`src/rtl/alu_pkg.sv`:
```
// Shared op codes and state encoding for the execute-stage ALU.
package alu_pkg;

   localparam int ALU_OP_W = 4;

   typedef enum logic [ALU_OP_W-1:0] {
      OP_ADD  = 4'd0,
      OP_SUB  = 4'd1,
      OP_AND  = 4'd2,
      OP_OR   = 4'd3,
      OP_XOR  = 4'd4,
      OP_NOR  = 4'd5,
      OP_SLT  = 4'd6,
      OP_SLTU = 4'd7,
      OP_SLL  = 4'd8,
      OP_SRL  = 4'd9,
      OP_SRA  = 4'd10,
      OP_MUL  = 4'd11
   } alu_op_e;

   typedef enum logic {
      IDLE = 1'b0,
      MUL  = 1'b1
   } state_e;

endpackage

```
`src/rtl/alu_mul_seq.sv`:
```
// Signed radix-2 shift-add multiplier on operand magnitudes.
// First step runs on the start edge so the product is ready WIDTH cycles later.
module alu_mul_seq #(
   parameter int WIDTH = 32
) (
   input  logic               clk,
   input  logic               reset,
   input  logic               start,
   input  logic               flush,
   input  logic [WIDTH-1:0]   a,
   input  logic [WIDTH-1:0]   b,
   output logic               done,
   output logic [2*WIDTH-1:0] product
);

   localparam int CNT_W = $clog2(WIDTH);

   logic             busy_q, busy_d;
   logic             neg_q, neg_d;
   logic [CNT_W-1:0] cnt_q, cnt_d;
   logic [WIDTH-1:0] mcand_q, mcand_d;
   logic [WIDTH-1:0] hi_q, hi_d;
   logic [WIDTH-1:0] lo_q, lo_d;

   logic [WIDTH-1:0]   step_hi, step_lo, step_mc, addend;
   logic [WIDTH:0]     sum;
   logic [2*WIDTH-1:0] mag;

   function automatic logic [WIDTH-1:0] abs_of(input logic [WIDTH-1:0] v);
      return v[WIDTH-1] ? -v : v;
   endfunction

   always_comb begin
      step_hi = start ? '0 : hi_q;
      step_lo = start ? abs_of(b) : lo_q;
      step_mc = start ? abs_of(a) : mcand_q;
      addend  = step_lo[0] ? step_mc : '0;
      sum     = {1'b0, step_hi} + {1'b0, addend};
      mag     = {sum[WIDTH:1], sum[0], step_lo[WIDTH-1:1]};
      product = neg_q ? -mag : mag;
      done    = busy_q && (cnt_q == CNT_W'(WIDTH - 1));

      busy_d  = busy_q;
      neg_d   = neg_q;
      cnt_d   = cnt_q;
      mcand_d = mcand_q;
      hi_d    = hi_q;
      lo_d    = lo_q;

      if (flush) begin
         busy_d = 1'b0;
         cnt_d  = '0;
      end else if (start) begin
         busy_d  = 1'b1;
         cnt_d   = CNT_W'(1);
         neg_d   = a[WIDTH-1] ^ b[WIDTH-1];
         mcand_d = step_mc;
         hi_d    = mag[2*WIDTH-1:WIDTH];
         lo_d    = mag[WIDTH-1:0];
      end else if (busy_q) begin
         cnt_d = cnt_q + CNT_W'(1);
         hi_d  = mag[2*WIDTH-1:WIDTH];
         lo_d  = mag[WIDTH-1:0];
         if (done) busy_d = 1'b0;
      end
   end

   always_ff @(posedge clk or posedge reset) begin
      if (reset) begin
         busy_q  <= 1'b0;
         neg_q   <= 1'b0;
         cnt_q   <= '0;
         mcand_q <= '0;
         hi_q    <= '0;
         lo_q    <= '0;
      end else begin
         busy_q  <= busy_d;
         neg_q   <= neg_d;
         cnt_q   <= cnt_d;
         mcand_q <= mcand_d;
         hi_q    <= hi_d;
         lo_q    <= lo_d;
      end
   end

endmodule

```
`src/rtl/alu_pipe.sv`:
```
// Handshaked execute-stage ALU: single-cycle ops plus a
// sequential signed multiplier, results held in output registers.
module alu_pipe
   import alu_pkg::*;
#(
   parameter int WIDTH   = 32,
   parameter int SHAMT_W = $clog2(WIDTH)
) (
   input  logic                clk,
   input  logic                reset,
   input  logic                flush,
   input  logic                in_valid,
   output logic                in_ready,
   input  logic [WIDTH-1:0]    operand1,
   input  logic [WIDTH-1:0]    operand2,
   input  logic [ALU_OP_W-1:0] alu_control,
   input  logic [SHAMT_W-1:0]  shift_amount,
   output logic                out_valid,
   input  logic                out_ready,
   output logic [WIDTH-1:0]    alu_result,
   output logic [WIDTH-1:0]    result_hi,
   output logic                zero,
   output logic                overflow,
   output logic                illegal_op
);

   state_e           state_q, state_d;
   logic             out_valid_q, out_valid_d;
   logic [WIDTH-1:0] res_q, res_d;
   logic [WIDTH-1:0] hi_q, hi_d;
   logic             zero_q, zero_d;
   logic             ovf_q, ovf_d;
   logic             ill_q, ill_d;

   logic               accept, is_mul, mul_start, mul_done;
   logic [2*WIDTH-1:0] mul_prod;
   logic [WIDTH-1:0]   sum, diff, sc_res;
   logic               sc_ovf, sc_ill;

   assign in_ready  = (state_q == IDLE) && (!out_valid_q || out_ready)
                      && !flush && !reset;
   assign accept    = in_valid && in_ready;
   assign is_mul    = (alu_control == OP_MUL);
   assign mul_start = accept && is_mul;

   alu_mul_seq #(.WIDTH(WIDTH)) u_mul (
      .clk     (clk),
      .reset   (reset),
      .start   (mul_start),
      .flush   (flush),
      .a       (operand1),
      .b       (operand2),
      .done    (mul_done),
      .product (mul_prod)
   );

   always_comb begin
      sum    = operand1 + operand2;
      diff   = operand1 - operand2;
      sc_res = '0;
      sc_ovf = 1'b0;
      sc_ill = 1'b0;
      unique case (alu_control)
         OP_ADD: begin
            sc_res = sum;
            sc_ovf = (operand1[WIDTH-1] == operand2[WIDTH-1])
                     && (sum[WIDTH-1] != operand1[WIDTH-1]);
         end
         OP_SUB: begin
            sc_res = diff;
            sc_ovf = (operand1[WIDTH-1] != operand2[WIDTH-1])
                     && (diff[WIDTH-1] != operand1[WIDTH-1]);
         end
         OP_AND:  sc_res = operand1 & operand2;
         OP_OR:   sc_res = operand1 | operand2;
         OP_XOR:  sc_res = operand1 ^ operand2;
         OP_NOR:  sc_res = ~(operand1 | operand2);
         OP_SLT:  sc_res = {{(WIDTH-1){1'b0}},
                            $signed(operand1) < $signed(operand2)};
         OP_SLTU: sc_res = {{(WIDTH-1){1'b0}}, operand1 < operand2};
         OP_SLL:  sc_res = operand1 << shift_amount;
         OP_SRL:  sc_res = operand1 >> shift_amount;
         OP_SRA:  sc_res = $signed(operand1) >>> shift_amount;
         OP_MUL:  sc_res = '0;
         default: sc_ill = 1'b1;
      endcase
   end

   always_comb begin
      state_d     = state_q;
      out_valid_d = out_valid_q;
      res_d       = res_q;
      hi_d        = hi_q;
      zero_d      = zero_q;
      ovf_d       = ovf_q;
      ill_d       = ill_q;

      if (out_valid_q && out_ready) out_valid_d = 1'b0;

      // flush wins over both completion and acceptance
      if (flush) begin
         state_d     = IDLE;
         out_valid_d = 1'b0;
      end else if (state_q == MUL) begin
         if (mul_done) begin
            state_d     = IDLE;
            out_valid_d = 1'b1;
            res_d       = mul_prod[WIDTH-1:0];
            hi_d        = mul_prod[2*WIDTH-1:WIDTH];
            zero_d      = (mul_prod == '0);
            ovf_d       = 1'b0;
            ill_d       = 1'b0;
         end
      end else if (accept) begin
         if (is_mul) begin
            state_d = MUL;
         end else begin
            out_valid_d = 1'b1;
            res_d       = sc_res;
            hi_d        = '0;
            zero_d      = (sc_res == '0);
            ovf_d       = sc_ovf;
            ill_d       = sc_ill;
         end
      end
   end

   always_ff @(posedge clk or posedge reset) begin
      if (reset) begin
         state_q     <= IDLE;
         out_valid_q <= 1'b0;
         res_q       <= '0;
         hi_q        <= '0;
         zero_q      <= 1'b0;
         ovf_q       <= 1'b0;
         ill_q       <= 1'b0;
      end else begin
         state_q     <= state_d;
         out_valid_q <= out_valid_d;
         res_q       <= res_d;
         hi_q        <= hi_d;
         zero_q      <= zero_d;
         ovf_q       <= ovf_d;
         ill_q       <= ill_d;
      end
   end

   assign out_valid  = out_valid_q;
   assign alu_result = res_q;
   assign result_hi  = hi_q;
   assign zero       = zero_q;
   assign overflow   = ovf_q;
   assign illegal_op = ill_q;

endmodule

```
`config.mk`:
```
export PLATFORM = sky130hd
export DESIGN_NAME = alu_pipe
export DESIGN_NICKNAME = d
export VERILOG_FILES = /design/src/rtl/alu_pkg.sv /design/src/rtl/alu_mul_seq.sv /design/src/rtl/alu_pipe.sv
export SDC_FILE = /design/constraint.sdc
export NUM_CORES = 1
export LEC_CHECK = 0
export CELL_PAD_IN_SITES_DETAIL_PLACEMENT = 0
export CELL_PAD_IN_SITES_GLOBAL_PLACEMENT = 1
export CORE_MARGIN = 5
export CORE_UTILIZATION = 40
export CTS_BUF_LIST = sky130_fd_sc_hd__clkbuf_4 sky130_fd_sc_hd__clkbuf_8
export CTS_CLUSTER_DIAMETER = 30
export DETAILED_ROUTE_END_ITERATION = 10
export GPL_TIMING_DRIVEN = 0
export PLACE_DENSITY_LB_ADDON = 0.3
export REMOVE_ABC_BUFFERS = 1
export SYNTH_ARGS = -nofsm -noshare
export SYNTH_HDL_FRONTEND = slang
export SYNTH_HIERARCHICAL = 1
export SYNTH_SLANG_ARGS = --single-unit
```
`constraint.sdc`:
```
create_clock -name clk -period 20.9 [get_ports clk]
set_input_delay 4.18 -clock clk [delete_from_list [all_inputs] [get_ports clk]]
set_output_delay 4.18 -clock clk [all_outputs]
set_load 0.005 [all_outputs]
```
==> results.yml, run 1 <==
run_status:
  outcome: "finished with violations"
  violations: "max-capacitance violations"
run:
  cap_violations: 1
timing:
  slew_violations: 0
  rsz0062_at_grt: "no"
  slew-limit-headroom_pct: 0.995
  hold_viol_final: 0
  finalCritPeriodShare_pct: 68.2
  worstMarginPinSlew_ps: 1480
  fin_ws_ps: 6650
  fin_hold_ws_ps: 482
  fin_setup_tns_ps: 0
  finalSetupViolCount: 0
  final.min_clock_period_ps: 14250
  fmax_mhz: 70.2
  fin_skew_ps: 27.5
setup_path:
  start_kind: "primary input"
  rrSetupSlack_ps: 10790
  crit_type: "primary input to register"
  critPathArrivalTime_ps: 14740
  crit_path_start: "alu_control[2]"
  critPathRequiredTime_ps: 21390
  timing.rr.start: "state_q$_DFF_PP0_"
  endpoint_kind: "register"
  crit_path_max_fanout: 34
  r2r_cells: 27
  reg2reg_to: "zero$_DFFE_PP0P_"
floorplanning:
  start_util_pct: 40.5
  io_pins: 147
  die_y_um: 249
  dieWidth_um: 249
  fp-row-count: 87
  die_area_um2: 62000
  core_area_um2: 56500
logic_synthesis:
  ys_seq_elements: 172
  ys_seq_area_share_pct: 18.8
  syn_inst: 3052
  synth-edff-count: 0
  synth_warnings: 6
  yosysTopAreaCellShare_pct: 18.8
  yosysMostFrequentCell: "nand2_1"
  synth_top_cells_by_area: "dfrtp_1 (19%), ha_1 (7.7%), nand2_1 (7.1%), o21ai_0 (7.0%), a21oi_1 (3.6%)"
  yosysUniqueCellTypes: 110
  ys.flop_type: "dfrtp_1"
  synth_commonest_cells: "nand2_1 (435), o21ai_0 (319), nor2_1 (215), dfrtp_1 (172), a21oi_1 (165)"
  yosys.area.top_type: "dfrtp_1"
  async_flop_share_pct: 100
  syn_area_um2: 22900
  syn_avg_cell_area_um2: 7.49
clocking:
  holdBufCountCts: 0
  tritoncts: "done"
  cts.sinks: 172
  cts_setup_buffers: 0
  clk_path_buf_depth: 2
  root_buffer: "clkbuf_8"
  cts.clk_slew.worst_paths_ps: 100
  insertion_delay_ps: 570
  cts_resized: 0
  htreeDepth: 4
  numCtsBuffers: 17
final_layout:
  fillers: 5769
  fin_util_pct: 44.7
  drive_gt1_share_pct: 7.78
  nets: 3255
  area_delta_synth_final_pct: 10.5
route:
  drcViolationCount: 0
  drtPass1Iterations: 6
  drt_iter0_markers: 2481
  wl_per_cell_um: 26.6
  antenna_left: 0
  wl_um: 101000
  vias_per_cell: 6.39
  vias: 24300
pwr:
  leakage_nw: 10.5
  powerDensity_nw_per_um2: 42.1
  irDropWorstVdd_mv: 0.0439
hold_path:
  hold_depth: 2
  holdCritPathClass: "register to register"
  min_to: "result_hi[11]$_DFFE_PP0P_"
  hold_start: "result_hi[11]$_DFFE_PP0P_"
global_route:
  grt_pass1_wl_um: 150000
  grt_max_degree: 68
  antenna_found_initial: 2
  grt_pass1_vias: 23400
  overflow: 0
  track_usage_pct: 31.3
placement:
  hpwl_um: 77700
  routabilityCongestion: 0.997
  io_buffer_count: 146
  pre_cts_ws_ps: 5790
worst max-delay path, stage by stage:
cell             delay [ps]
clkdlybuf4s50_1        1370
nand4b_1                460
nor2_4                  160
buf_12                  220
inv_1                   940
nor2_1                  420
nor2_1                  990
a211oi_1                150
ha_1                    470
a21oi_1                 130
o21ai_1                 300
nor2b_1                 260
nor3_1                  120
a2111oi_0               780
o21ai_0                 260
a2111oi_0               600
nand4b_1                400
o41ai_2                 410
xor2_1                  160
nor4_1                  550
nand4_1                 320
nor4_1                  400
nand4_1                 250
o21ai_0                 240
a31o_1                  120
kinds of logic (layout without fill, tap and decap cells):
kind of cell / count (synthesis) / after routing / share of synthesized area (%)
AND/OR/NAND/NOR: 1129 / 1129 / 24.4
AO/OA/AOI/OAI: 953 / 953 / 27.2
buffers and inverters: 332 / 327 / 5.91
multiplexers: 176 / 176 / 10.1
flip-flops: 172 / 172 / 18.8
XOR/XNOR: 147 / 147 / 5.63
adder cells (fa/ha/maj): 143 / 143 / 7.93
other: 0 / 2 / 0
sequential cells by signal (all words and copies together) (netlist names):
name	flops
alu_result	32
result_hi	32
u_mul/hi_q	32
u_mul/lo_q	32
u_mul/mcand_q	32
u_mul/cnt_q	5
illegal_op	1
out_valid	1
overflow	1
state_q	1
u_mul/busy_q	1
u_mul/neg_q	1
zero	1
layout by cell type, fill, tap and decap left out, types with 13 or more instances in the layout:
| cell type | synthesis | layout |
|---|---|---|
| clkdlybuf4s50_1 | 0 | 137 |
| a21oi_1 | 165 | 165 |
| xor2_1 | 67 | 67 |
| and2_1 | 22 | 22 |
| a211oi_1 | 46 | 46 |
| o31ai_1 | 49 | 49 |
| nor3_1 | 68 | 67 |
| ha_1 | 140 | 140 |
| o221ai_1 | 14 | 14 |
| xnor2_1 | 80 | 80 |
| nor2b_1 | 72 | 70 |
| a21o_1 | 27 | 26 |
| a31oi_1 | 27 | 27 |
| nor2_1 | 215 | 214 |
| or3_1 | 25 | 25 |
| o21a_1 | 23 | 23 |
| a211o_1 | 21 | 21 |
| mux2i_1 | 82 | 82 |
| nand3_1 | 61 | 61 |
| o21ai_0 | 319 | 319 |
| nand2_1 | 435 | 435 |
| o22ai_1 | 20 | 20 |
| nand4_1 | 34 | 34 |
| or4_1 | 17 | 17 |
| and4_1 | 14 | 14 |
| a22oi_1 | 14 | 14 |
| inv_1 | 124 | 121 |
| and3_1 | 17 | 17 |
| nor4_1 | 46 | 45 |
| o21bai_1 | 18 | 17 |
| nand2b_1 | 28 | 27 |
| mux2_2 | 52 | 52 |
| a221oi_1 | 23 | 23 |
| o211ai_1 | 44 | 44 |
| mux4_2 | 33 | 33 |
| o41ai_1 | 13 | 13 |
| clkbuf_8 | 0 | 19 |
| dfrtp_1 | 172 | 170 |
| or2_2 | 17 | 17 |
routing by layer:
metal	share of wire, %	track usage, %	vias to the layer above
li1	-	-	11200
met1	41	39.8	11700
met2	47	51.6	1135
met3	7.3	5.92	247
met4	5.3	14.1	2
met5	0.011	0	-
how the worst max path moves through the flow:
stage / end / cells after the start / slack (ps)
global placement: zero$_DFFE_PP0P_ / 23 / -3400
finish: zero$_DFFE_PP0P_ / 25 / 6650
CTS: zero$_DFFE_PP0P_ / 24 / 6360
global route: zero$_DFFE_PP0P_ / 25 / 6020
detailed placement: zero$_DFFE_PP0P_ / 24 / 5790
floorplan: zero$_DFFE_PP0P_ / 25 / 5590
area by class of cell:
| class | instances | area [µm²] | share of cell area [%] |
|---|---|---|---|
| Sequential cell | 172 | 4310 | 17.1 |
| Clock buffer | 22 | 284 | 1.12 |
| Multi-Input combinational cell | 2548 | 17300 | 68.4 |
| Inverter | 126 | 480 | 1.90 |
| Antenna cell | 2 | 5.00 | 0.0198 |
| Timing Repair Buffer | 169 | 1860 | 7.35 |
| Tap cell | 756 | 946 | 3.74 |
| Clock inverter | 10 | 109 | 0.431 |
stage by stage:
step                      cell area (µm²)  power, mW  std cells
after floorplan                     22000      0.606       2846
after global placement              24400      0.808       3748
after detailed placement            24900      0.812       3771
after CTS                           25300       1.07       3803
after global routing                25300       1.12       3803
final                               25300       1.06       3805
report_power, final:
| group | total (mW) | switching (mW) | internal, mW |
|---|---|---|---|
| registers | 0.367 | 0.0136 | 0.354 |
| clock network | 0.247 | 0.141 | 0.106 |
| logic | 0.448 | 0.284 | 0.164 |
| total | 1.06 | 0.438 | 0.625 |
No activity file was read; power rests on OpenSTA's default activity.
==> inputs of run 2 (changes only) <==
==> constraint.sdc (replaced) <==
create_clock -name clk -period 13.6 [get_ports clk]
set_input_delay 2.72 -clock clk [delete_from_list [all_inputs] [get_ports clk]]
set_output_delay 2.72 -clock clk [all_outputs]
set_load 0.005 [all_outputs]
==> results of run 2 <==
The final DEF is identical to that of run 1. Status: finished with violations: max-capacitance violations.
Among the figures that moved: setup slack after placement 5790 ps -> -47.2 ps; setup slack after layout 6650 ps -> 812 ps; register-to-register setup slack 10790 ps -> 3490 ps; total power 1.06 mW -> 1.63 mW; worst IR drop on VDD 0.0439 mV -> 0.0674 mV
